===== config.mk =====
export PLATFORM = sky130hd
export DESIGN_NAME = ntt_scheduler_flat
export DESIGN_NICKNAME = d
export VERILOG_FILES = /design/src/rtl/ntt_scheduler_if.sv /design/src/rtl/ntt_scheduler.sv /design/src/flat_wrapper.sv
export SDC_FILE = /design/constraint.sdc
export NUM_CORES = 1
export LEC_CHECK = 0
export ABC_AREA = 1
export CAP_MARGIN = 10
export CORE_MARGIN = 5
export CORE_UTILIZATION = 30
export CTS_BUF_LIST = sky130_fd_sc_hd__clkbuf_4
export DETAILED_ROUTE_END_ITERATION = 7
export SLEW_MARGIN = 10
export SYNTH_ARGS = -nofsm -noshare
export SYNTH_HDL_FRONTEND = slang
export SYNTH_SLANG_ARGS = --single-unit

===== constraint.sdc =====
create_clock -name i_clk -period 1.4 [get_ports i_clk]
set_input_delay 0.28 -clock i_clk [delete_from_list [all_inputs] [get_ports i_clk]]
set_output_delay 0.28 -clock i_clk [all_outputs]
set_load 0.01 [all_outputs]

===== src/rtl/ntt_scheduler_if.sv =====
// ntt_scheduler_if -- control/status bundle between an NTT controller and the
// NTT scheduler.
//   i_start    : transform request, sampled only while the scheduler is idle
//   i_intt     : mode captured together with i_start (1 = inverse transform)
//   i_stall    : memory read port busy, holds back the next read beat
//   o_busy     : scheduler is not idle
//   o_done     : one-cycle completion pulse
//   o_rd_en    : read strobe, o_rd_addr = beat index
//   o_wr_en    : write strobe, o_wr_addr = beat index
//   o_layer    : logical butterfly layer of the current read beat
//   o_intt     : mode of the current read beat (permutation network control)
//   o_permute  : enable output permutation on the current read beat
// Modports: slave = scheduler side, master = requester side.
interface ntt_scheduler_if #(
    parameter int NUM_LAYERS = 8,
    parameter int BEATS      = 4
);
    localparam int AW = (BEATS > 1) ? $clog2(BEATS) : 1;
    localparam int LW = (NUM_LAYERS > 1) ? $clog2(NUM_LAYERS) : 1;

    logic          i_start;
    logic          i_intt;
    logic          i_stall;
    logic          o_busy;
    logic          o_done;
    logic          o_rd_en;
    logic [AW-1:0] o_rd_addr;
    logic          o_wr_en;
    logic [AW-1:0] o_wr_addr;
    logic [LW-1:0] o_layer;
    logic          o_intt;
    logic          o_permute;

    modport slave (
        input  i_start, i_intt, i_stall,
        output o_busy, o_done, o_rd_en, o_rd_addr, o_wr_en, o_wr_addr,
               o_layer, o_intt, o_permute
    );

    modport master (
        output i_start, i_intt, i_stall,
        input  o_busy, o_done, o_rd_en, o_rd_addr, o_wr_en, o_wr_addr,
               o_layer, o_intt, o_permute
    );
endinterface


===== src/rtl/ntt_scheduler.sv =====
// ntt_scheduler -- sequences the read/write beats of a multi-layer NTT/INTT.
// For every layer the BEATS read beats are issued (held back by i_stall), each
// read produces a write of the same beat exactly BFU_LAT cycles later, and the
// next layer starts only after the last write of the current one has left.
// Ports:
//   i_clk   : rising-edge clock
//   i_rst_n : asynchronous active-low reset
//   bus     : ntt_scheduler_if.slave (start/mode/stall in, strobes/status out)
// All outputs are registered. i_stall is sampled at the clock edge, so a stall
// seen at the edge closing cycle k suppresses the read presented in cycle k+1.
//
// state | meaning
// IDLE  | waiting for i_start
// READ  | issuing read beats of the current layer
// DRAIN | all beats issued, waiting for outstanding writes to leave
// DONE  | completion pulse on o_done
module ntt_scheduler #(
    parameter int NUM_LAYERS = 8,
    parameter int BEATS      = 4,
    parameter int BFU_LAT    = 3
) (
    input  logic           i_clk,
    input  logic           i_rst_n,
    ntt_scheduler_if.slave bus
);
    localparam int AW = (BEATS > 1) ? $clog2(BEATS) : 1;
    localparam int LW = (NUM_LAYERS > 1) ? $clog2(NUM_LAYERS) : 1;
    localparam logic [AW-1:0] LAST_BEAT  = AW'(BEATS - 1);
    localparam logic [LW-1:0] LAST_LAYER = LW'(NUM_LAYERS - 1);
    // Every pipeline stage except the output stage still holds a future write.
    localparam logic [BFU_LAT-1:0] PEND_MASK = {BFU_LAT{1'b1}} >> 1;

    typedef enum logic [1:0] {
        IDLE  = 2'd0,
        READ  = 2'd1,
        DRAIN = 2'd2,
        DONE  = 2'd3
    } state_t;

    state_t        state_q, state_d;
    logic [AW-1:0] beat_q, beat_d;
    logic [LW-1:0] layer_q, layer_d;
    logic          mode_q, mode_d;

    logic          busy_q, busy_d;
    logic          done_q, done_d;
    logic          rd_en_q, rd_en_d;
    logic [AW-1:0] rd_addr_q, rd_addr_d;
    logic [LW-1:0] layer_out_q, layer_out_d;
    logic          intt_q, intt_d;
    logic          permute_q, permute_d;

    logic [BFU_LAT-1:0] pipe_v;
    logic [AW-1:0]      pipe_a [BFU_LAT];

    logic          pending;
    logic          try_issue;
    logic [AW-1:0] rd_beat;

    // A read presented this cycle has not entered the pipeline yet.
    assign pending = rd_en_q | (|(pipe_v & PEND_MASK));

    always_comb begin
        state_d     = state_q;
        beat_d      = beat_q;
        layer_d     = layer_q;
        mode_d      = mode_q;
        done_d      = 1'b0;
        try_issue   = 1'b0;
        rd_en_d     = 1'b0;
        rd_addr_d   = '0;
        layer_out_d = '0;
        intt_d      = 1'b0;
        permute_d   = 1'b0;
        rd_beat     = '0;

        case (state_q)
            IDLE: begin
                if (bus.i_start) begin
                    mode_d    = bus.i_intt;
                    beat_d    = '0;
                    layer_d   = '0;
                    state_d   = READ;
                    try_issue = 1'b1;
                end
            end
            READ: begin
                try_issue = 1'b1;
            end
            DRAIN: begin
                if (!pending) begin
                    beat_d = '0;
                    if (layer_q == LAST_LAYER) begin
                        state_d = DONE;
                        done_d  = 1'b1;
                    end else begin
                        layer_d   = layer_q + LW'(1);
                        state_d   = READ;
                        try_issue = 1'b1;
                    end
                end
            end
            DONE: begin
                state_d = IDLE;
            end
            default: begin
                state_d = IDLE;
            end
        endcase

        // Issue decision uses the counters as they will be after this edge,
        // so the first beat of a layer goes out on the same edge that enters READ.
        if (try_issue && !bus.i_stall) begin
            rd_beat     = beat_d;
            rd_en_d     = 1'b1;
            rd_addr_d   = rd_beat;
            layer_out_d = mode_d ? (LAST_LAYER - layer_d) : layer_d;
            intt_d      = mode_d;
            permute_d   = !mode_d && (layer_d == LAST_LAYER);
            if (rd_beat == LAST_BEAT) begin
                beat_d  = '0;
                state_d = DRAIN;
            end else begin
                beat_d = rd_beat + AW'(1);
            end
        end

        busy_d = (state_d != IDLE);
    end

    always_ff @(posedge i_clk or negedge i_rst_n) begin
        if (!i_rst_n) begin
            state_q     <= IDLE;
            beat_q      <= '0;
            layer_q     <= '0;
            mode_q      <= 1'b0;
            busy_q      <= 1'b0;
            done_q      <= 1'b0;
            rd_en_q     <= 1'b0;
            rd_addr_q   <= '0;
            layer_out_q <= '0;
            intt_q      <= 1'b0;
            permute_q   <= 1'b0;
        end else begin
            state_q     <= state_d;
            beat_q      <= beat_d;
            layer_q     <= layer_d;
            mode_q      <= mode_d;
            busy_q      <= busy_d;
            done_q      <= done_d;
            rd_en_q     <= rd_en_d;
            rd_addr_q   <= rd_addr_d;
            layer_out_q <= layer_out_d;
            intt_q      <= intt_d;
            permute_q   <= permute_d;
        end
    end

    // Write pipeline: free-running shift register fed by the presented read,
    // so stage i holds the read from i+1 cycles ago; the last stage is the write.
    always_ff @(posedge i_clk or negedge i_rst_n) begin
        if (!i_rst_n) begin
            pipe_v <= '0;
            for (int i = 0; i < BFU_LAT; i++) begin
                pipe_a[i] <= '0;
            end
        end else begin
            for (int i = BFU_LAT - 1; i > 0; i--) begin
                pipe_v[i] <= pipe_v[i-1];
                pipe_a[i] <= pipe_a[i-1];
            end
            pipe_v[0] <= rd_en_q;
            pipe_a[0] <= rd_en_q ? rd_addr_q : '0;
        end
    end

    assign bus.o_busy    = busy_q;
    assign bus.o_done    = done_q;
    assign bus.o_rd_en   = rd_en_q;
    assign bus.o_rd_addr = rd_addr_q;
    assign bus.o_wr_en   = pipe_v[BFU_LAT-1];
    assign bus.o_wr_addr = pipe_a[BFU_LAT-1];
    assign bus.o_layer   = layer_out_q;
    assign bus.o_intt    = intt_q;
    assign bus.o_permute = permute_q;

endmodule


===== src/flat_wrapper.sv =====
// flat-port wrapper written by rule: the top's interface ports become plain ports
module ntt_scheduler_flat 
#(
    parameter int NUM_LAYERS = 8,
    parameter int BEATS      = 4,
    parameter int BFU_LAT    = 3
)
  (i_clk, i_rst_n, bus_i_start, bus_i_intt, bus_i_stall, bus_o_busy, bus_o_done, bus_o_rd_en, bus_o_rd_addr, bus_o_wr_en, bus_o_wr_addr, bus_o_layer, bus_o_intt, bus_o_permute);
  ntt_scheduler_if #(.NUM_LAYERS(NUM_LAYERS), .BEATS(BEATS)) bus_i ();
  input  logic i_clk;
  input  logic i_rst_n;
  input wire logic [$bits(bus_i.i_start)-1:0] bus_i_start;
  input wire logic [$bits(bus_i.i_intt)-1:0] bus_i_intt;
  input wire logic [$bits(bus_i.i_stall)-1:0] bus_i_stall;
  output wire logic [$bits(bus_i.o_busy)-1:0] bus_o_busy;
  output wire logic [$bits(bus_i.o_done)-1:0] bus_o_done;
  output wire logic [$bits(bus_i.o_rd_en)-1:0] bus_o_rd_en;
  output wire logic [$bits(bus_i.o_rd_addr)-1:0] bus_o_rd_addr;
  output wire logic [$bits(bus_i.o_wr_en)-1:0] bus_o_wr_en;
  output wire logic [$bits(bus_i.o_wr_addr)-1:0] bus_o_wr_addr;
  output wire logic [$bits(bus_i.o_layer)-1:0] bus_o_layer;
  output wire logic [$bits(bus_i.o_intt)-1:0] bus_o_intt;
  output wire logic [$bits(bus_i.o_permute)-1:0] bus_o_permute;
  assign bus_i.i_start = bus_i_start;
  assign bus_i.i_intt = bus_i_intt;
  assign bus_i.i_stall = bus_i_stall;
  assign bus_o_busy = bus_i.o_busy;
  assign bus_o_done = bus_i.o_done;
  assign bus_o_rd_en = bus_i.o_rd_en;
  assign bus_o_rd_addr = bus_i.o_rd_addr;
  assign bus_o_wr_en = bus_i.o_wr_en;
  assign bus_o_wr_addr = bus_i.o_wr_addr;
  assign bus_o_layer = bus_i.o_layer;
  assign bus_o_intt = bus_i.o_intt;
  assign bus_o_permute = bus_i.o_permute;
  ntt_scheduler #(.NUM_LAYERS(NUM_LAYERS), .BEATS(BEATS), .BFU_LAT(BFU_LAT)) u_core (.i_clk(i_clk), .i_rst_n(i_rst_n), .bus(bus_i));
endmodule

==> flow_summary.toml, run 1 <==
[timing]
skew_ps = 10.6
finalCritPeriodShare_pct = 101
period_needed_ps = 1410
relSlewSlack_pct = 77.6
max_slew.worst_pin.slew_ps = 335
finalSetupViolations = 2
rsz0062_at_grt = "true"
fmax_ghz = 0.709
slew_violations = 0
finalWorstSetupSlack_ps = -9.90
timing.final.hold_violations = 0

[power]
p_int_mw = 1.61
ir_worst_vdd_v = 0.000923
power.switching_mw = 0.893
p_per_area_nw_per_um2 = 1610
p_leak_nw = 0.817
p_seq_share_pct = 42.7
p_clk_share_pct = 13.7
p_comb_share_pct = 43.5
swShare_pct = 35.7

[clocking]
hold_buffers = 0
cts_buffers = 3
ctsLongestPathBuffers = 2
cts_sinks = 27
cts_tree = "built"
path_clk_slew_ps = 140
htreeDepth = 1
clock_latency_ps = 320
root_buffer = "clkbuf_4"

[route]
first_pass_iters = 3
wl_met2_um = 1190
detail_route.iter0.violations = 19
wl_met3_um = 105
ant_nets = 0
vias = 793
wl_per_cell_um = 11.8
drt_wl_total_um = 2210
routed_via_density = 4.22
wl_met1_um = 891
drc_errors = 0
route.top_layer_used = "met4"

[final_layout]
area_delta_synth_final_pct = 43.9
drive_gt1_share_pct = 42.3
final_nets = 151
fin_cells = 188
diodes = 0

[synthesis]
ys_types = 18
yosysSeqAreaShare_pct = 62.6
synth.avg_cell_area_um2 = 10.5
async_flop_share_pct = 100
synthFlopType = "dfrtp_1"
synth.net_count = 111
ys_seq_elements = 27
syn_inst = 103
synth-warning-count = 0
syn-cell-area_um2 = 1080
synth_edf_count = 0

[global_route]
grt_max_degree = 28
grt_util_all_layers_pct = 9.55
antenna_found_initial = 0
grt_pass1_vias = 830
grt_pass1_wl_um = 3640
grt-ovfl-total = 0

[run_status]
outcome = "complete, but fails checks"
violations = "setup timing"

[die]
coreArea_um2 = 3420
fp.dieH_um = 70.0
ios = 18
rows = 21
die_x_um = 70.0
die_area_um2 = 4900
start_util_pct = 31.6

[placed_design]
io_buffer_count = 17
place_congestion = 0.797
dp.cells = 177
dp_hpwl_um = 1480
place_ws_ps = -202

[worst_hold_path]
hold_class = "in2async"

[worst_setup_path]
worst_setup_path_start_kind = "register"
reg2regPathDepth = 9
cp.required_ps = 1620
end_kind = "register"
path_max_fanout = 3
critical_path.most_common_cell = "nand2_1"
cp_slowest_cell = "dfrtp_1"
critical_path_class = "reg2reg"
max_stage_delay_ps = 420
arrival_ps = 1630
path_cells = "ha_2 > nand2_4 > nand3_2 > nor2_4 > nand2_1 > nand2_2 > nand2_1 > nand2_1 > nor2_1"

[run]
maxCapViolations = 0
-- power groups by stage --
| stage | logic, mW | clock network (mW) | registers [mW] |
|---|---|---|---|
| 6_report | 1.09 | 0.343 | 1.07 |
| 5_1_grt | 1.20 | 0.405 | 1.09 |
| 4_1_cts | 0.928 | 0.362 | 1.07 |
| 3_5_place_dp | 0.927 | 0 | 1.08 |
| 3_3_place_gp | 0.902 | 0 | 1.08 |
| 2_1_floorplan | 0.451 | 0 | 1.12 |
-- worst max-delay path: cells and delay by family, from the launching register on --
kind                       cells  cell delay [ps]
adders and majority gates      1              220
DFF                            1              420
and+or+nand+nor                8              690
-- Yosys cell counts, types with 2 or more instances --
master   number  area, µm²
inv_2         5       18.8
buf_4         2       15.0
ha_1          3       37.5
dfrtp_1      27        676
a21oi_1       2       10.0
nand4_1       2       12.5
nand2_1      21       78.8
nand2_2       7       43.8
nor2_2        2       12.5
nor2_1        9       33.8
nand3_1       6       30.0
inv_1        10       37.5
nor2_4        2       22.5
-- cell usage in the layout, fill, tap and decap left out --
| master | n |
|---|---|
| inv_1 | 10 |
| a21oi_1 | 1 |
| nand2_1 | 17 |
| nor2_4 | 3 |
| nor2_2 | 5 |
| clkdlybuf4s50_1 | 4 |
| nand3_2 | 3 |
| xnor2_1 | 1 |
| dlygate4sd2_1 | 12 |
| ha_2 | 1 |
| dfrtp_1 | 26 |
| dfrtp_2 | 1 |
| nand2_4 | 3 |
| nor3_2 | 1 |
| nand4_1 | 2 |
| buf_2 | 1 |
| ha_4 | 2 |
| nand2_2 | 9 |
| inv_2 | 4 |
| o21ai_0 | 1 |
| buf_6 | 3 |
| nor2_1 | 5 |
| a21oi_2 | 1 |
| inv_4 | 1 |
| buf_4 | 17 |
| nand3_1 | 3 |
| clkbuf_4 | 4 |
| nand4_4 | 1 |
-- sequential cells by signal, summed over array words and instances (netlist names), 2 cells and up --
name	cells
u_core.beat_q	2
u_core.bus.o_layer	3
u_core.bus.o_rd_addr	2
u_core.bus.o_wr_addr	2
u_core.layer_q	3
u_core.pipe_a	4
u_core.pipe_v	3
u_core.state_q	2
-- repair_timing --
item | in CTS | in global routing
gates resized for setup | 23 | 17
cloned | 0 | 0
setup buffers | 4 | 3
pin swaps | 4 | 8
endpoints found under the setup margin | 21 | 11
hold endpoints to repair | 0 | 0
-- logic make-up after synthesis --
family,share of synthesized area (%)
AOI/OAI and AO/OA,1.39
xor gates and xnor gates,0.811
adders and majority gates,3.48
buffers and inverters,6.61
DFF,62.6
and+or+nand+nor,25.1
-- final timing paths --
kind                                   start                 endpoint  slack [ps]
setup / recovery           u_core.layer_q[1]    u_core.bus.o_layer[1]         -10
hold / removal                       i_rst_n  u_core.bus.o_rd_addr[1]         320
setup reg to reg           u_core.layer_q[1]    u_core.bus.o_layer[1]         -10
hold reg to reg             u_core.pipe_a[2]  u_core.bus.o_wr_addr[0]         360
max in group asynchronous            i_rst_n        u_core.state_q[0]         810
min in group i_clk          u_core.pipe_a[2]  u_core.bus.o_wr_addr[0]         360
-- stage by stage --
| stage | utilization [%] | power, mW | TNS, ps | instance area (µm²) | hold WS, ps |
|---|---|---|---|---|---|
| after global placement | 40.8 | 1.98 | -1290 | 1390 | 332 |
| after detailed placement | 40.8 | 2.01 | -1510 | 1390 | 335 |
| after global routing | 45.5 | 2.70 | -512 | 1550 | 342 |
| after floorplan | - | 1.57 | 0 | 1080 | -15.6 |
| after CTS | 42.9 | 2.36 | 0 | 1470 | 321 |
| final | 45.5 | 2.50 | -17.2 | 1550 | 322 |
-- layout make-up --
type | instances | area, µm²
Tap cell | 46 | 57.6
Timing Repair Buffer | 37 | 312
Multi-Input combinational cell | 59 | 419
Clock buffer | 4 | 30.0
Inverter | 15 | 58.8
Fill cell | 338 | 1860
Sequential cell | 27 | 677
-- layer usage --
layer | up-vias | track usage (%)
li1 | 393 | -
met1 | 381 | 9.90
met2 | 17 | 16.7
met3 | 2 | 3.59
met4 | 0 | 4.89
met5 | - | 0
(Power assumes the default switching activity.)
==> run 2, diff against run 1 <==
Settings changed: REMOVE_ABC_BUFFERS set to 1.
==> run 2 against run 1 <==
The flow still finishes with violations (setup timing). Clock skew is 4.9 ps lower. Design area is 0.72% higher. Sequential cell count stayed put. Clock-buffer cell count is 1 lower. Total power is 1.4% lower. Die area stayed put. Sequential share of layout area is 0.31 points lower. Utilization is 0.33 points higher. Clock power is 6% lower. Wire length is 6.7% lower. Hold slack worse by 5.7 ps.
==> flow_summary.toml, run 2 (synthesis gave the netlist of run 1 again) <==
[run_status]
outcome = "complete, but fails checks"
violations = "setup timing"

[clocking]
clock_latency_ps = 320
ctsLongestPathBuffers = 2
root_buffer = "clkbuf_4"
cts_tree = "built"
htreeDepth = 1
path_clk_slew_ps = 140
cts_buffers = 3
cts_sinks = 27
hold_buffers = 0

[timing]
finalCritPeriodShare_pct = 101
fmax_ghz = 0.709
relSlewSlack_pct = 77.4
slew_violations = 0
timing.final.hold_violations = 0
finalSetupViolations = 1
finalWorstSetupSlack_ps = -9.76
fin_tns_setup_ps = -9.76
max_slew.worst_pin.slew_ps = 339
skew_ps = 5.75
rsz0062_at_grt = "true"
period_needed_ps = 1410

[global_route]
grt_max_degree = 28
grt_util_all_layers_pct = 8.79
antenna_found_initial = 0
grt_pass1_wl_um = 3430
grt_pass1_vias = 798
grt-ovfl-total = 0

[final_layout]
largest-register = "u_core.pipe_a"
fin_cells = 189
diodes = 0
mostFrequentLayoutCells = "dfrtp_1, nand2_1, buf_4, dlygate4sd2_1, inv_1"
drive_gt1_share_pct = 42.7
design_area_um2 = 1570
final_nets = 152
largest_reg_flops = 4
area_delta_synth_final_pct = 45.0
final_common_cell = "dfrtp_1"

[power]
power_mw = 2.47
swShare_pct = 35.7
p_comb_share_pct = 43.4
p_leak_nw = 0.817
p_clk_share_pct = 13.1
p_int_mw = 1.58
power.switching_mw = 0.881
p_seq_share_pct = 43.5
ir_worst_vdd_v = 0.000856
p_per_area_nw_per_um2 = 1580

[route]
drc_errors = 0
first_pass_iters = 4
drt_wl_total_um = 2070
ant_nets = 0
vias = 800
routed_via_density = 4.23
detail_route.iter0.violations = 39
wl_per_cell_um = 10.9

[worst_setup_path]
path_cells = "nor2_4 > buf_6 > nand4_4 > nand2_4 > nand2_4 > inv_4 > ha_4"
arrival_ps = 1640
critical_path.most_common_cell = "nand2_4"
critical_path_class = "reg2reg"
path_max_fanout = 4
cp_slowest_cell = "dfrtp_2"
end_kind = "register"
ff2ff_setup_slack_ps = -10
worst_setup_path_start_kind = "register"
cp.required_ps = 1630
max_stage_delay_ps = 470

[placed_design]
place_congestion = 0.790
dp.cells = 177
placed_area_um2 = 1390
place_ws_ps = -230
dp_hpwl_um = 1440
io_buffer_count = 17

[die]
coreArea_um2 = 3420
start_util_pct = 31.6
die_area_um2 = 4900
die_x_um = 70.0
rows = 21
fp.dieH_um = 70.0
ios = 18

[worst_hold_path]
hold_class = "in2async"

[run]
maxCapViolations = 0
==> run 2: changes by cell type in the layout (fill, tap and decap cells not counted), sizes merged <==
cell	change
clkinv	+1
==> run 2: worst paths after layout <==
kind	depth (start not counted)	startpoint	endpoint
setup / recovery	7	u_core.state_q[0]	u_core.beat_q[0]
hold / removal	2	i_rst_n	u_core.bus.o_rd_addr[0]
setup reg to reg	7	u_core.state_q[0]	u_core.beat_q[0]
hold reg to reg	0	u_core.pipe_a[4]	u_core.pipe_a[2]
max in group asynchronous	2	i_rst_n	u_core.state_q[0]
min in group i_clk	0	u_core.pipe_a[4]	u_core.pipe_a[2]
==> run 2: power groups by stage <==
stage	registers, mW	logic, mW	clock network [mW]
2_1_floorplan	1.13	0.434	0
3_3_place_gp	1.08	0.903	0
3_5_place_dp	1.09	0.923	0
4_1_cts	1.07	0.927	0.346
5_1_grt	1.10	1.18	0.378
6_report	1.07	1.07	0.324
==> run 2: cell type report <==
type | instances | area (µm²)
Sequential cell | 27 | 677
Multi-Input combinational cell | 59 | 422
Clock inverter | 1 | 5.00
Timing Repair Buffer | 38 | 323
Inverter | 15 | 58.8
Tap cell | 46 | 57.6
Clock buffer | 3 | 22.5
Fill cell | 340 | 1850
==> run 2: layer usage <==
metal  part of all wire (%)  vias to the layer above  wire [µm]  global-route usage (%)
met4                    1.4                        0         29                    3.19
met5                      0                        -          0                       0
met1                     40                      383        824                    9.62
li1                       -                      394          -                       -
met3                    5.7                        2        118                    3.44
met2                     53                       21       1090                    15.3
==> run 2: per-stage QoR <==
step / util [%] / hold slack, ps
floorplan: - / -15.6
global placement: 40.7 / 332
detailed placement: 40.7 / 336
CTS: 43.1 / 315
global route: 45.8 / 331
finish: 45.8 / 317
==> run 2: what timing repair did <==
action,in CTS,in global routing
setup buffers,4,4
resized for setup,25,19
endpoints found under the setup margin,22,11
pin swaps,6,8
==> run 2: critical path, delay by kind of cell (launching register included) <==
family	cells	cell delay (ps)
AND/OR/NAND/NOR	4	430
adder cells (fa/ha/maj)	1	200
buffers and inverters	2	220
flip-flops	1	470
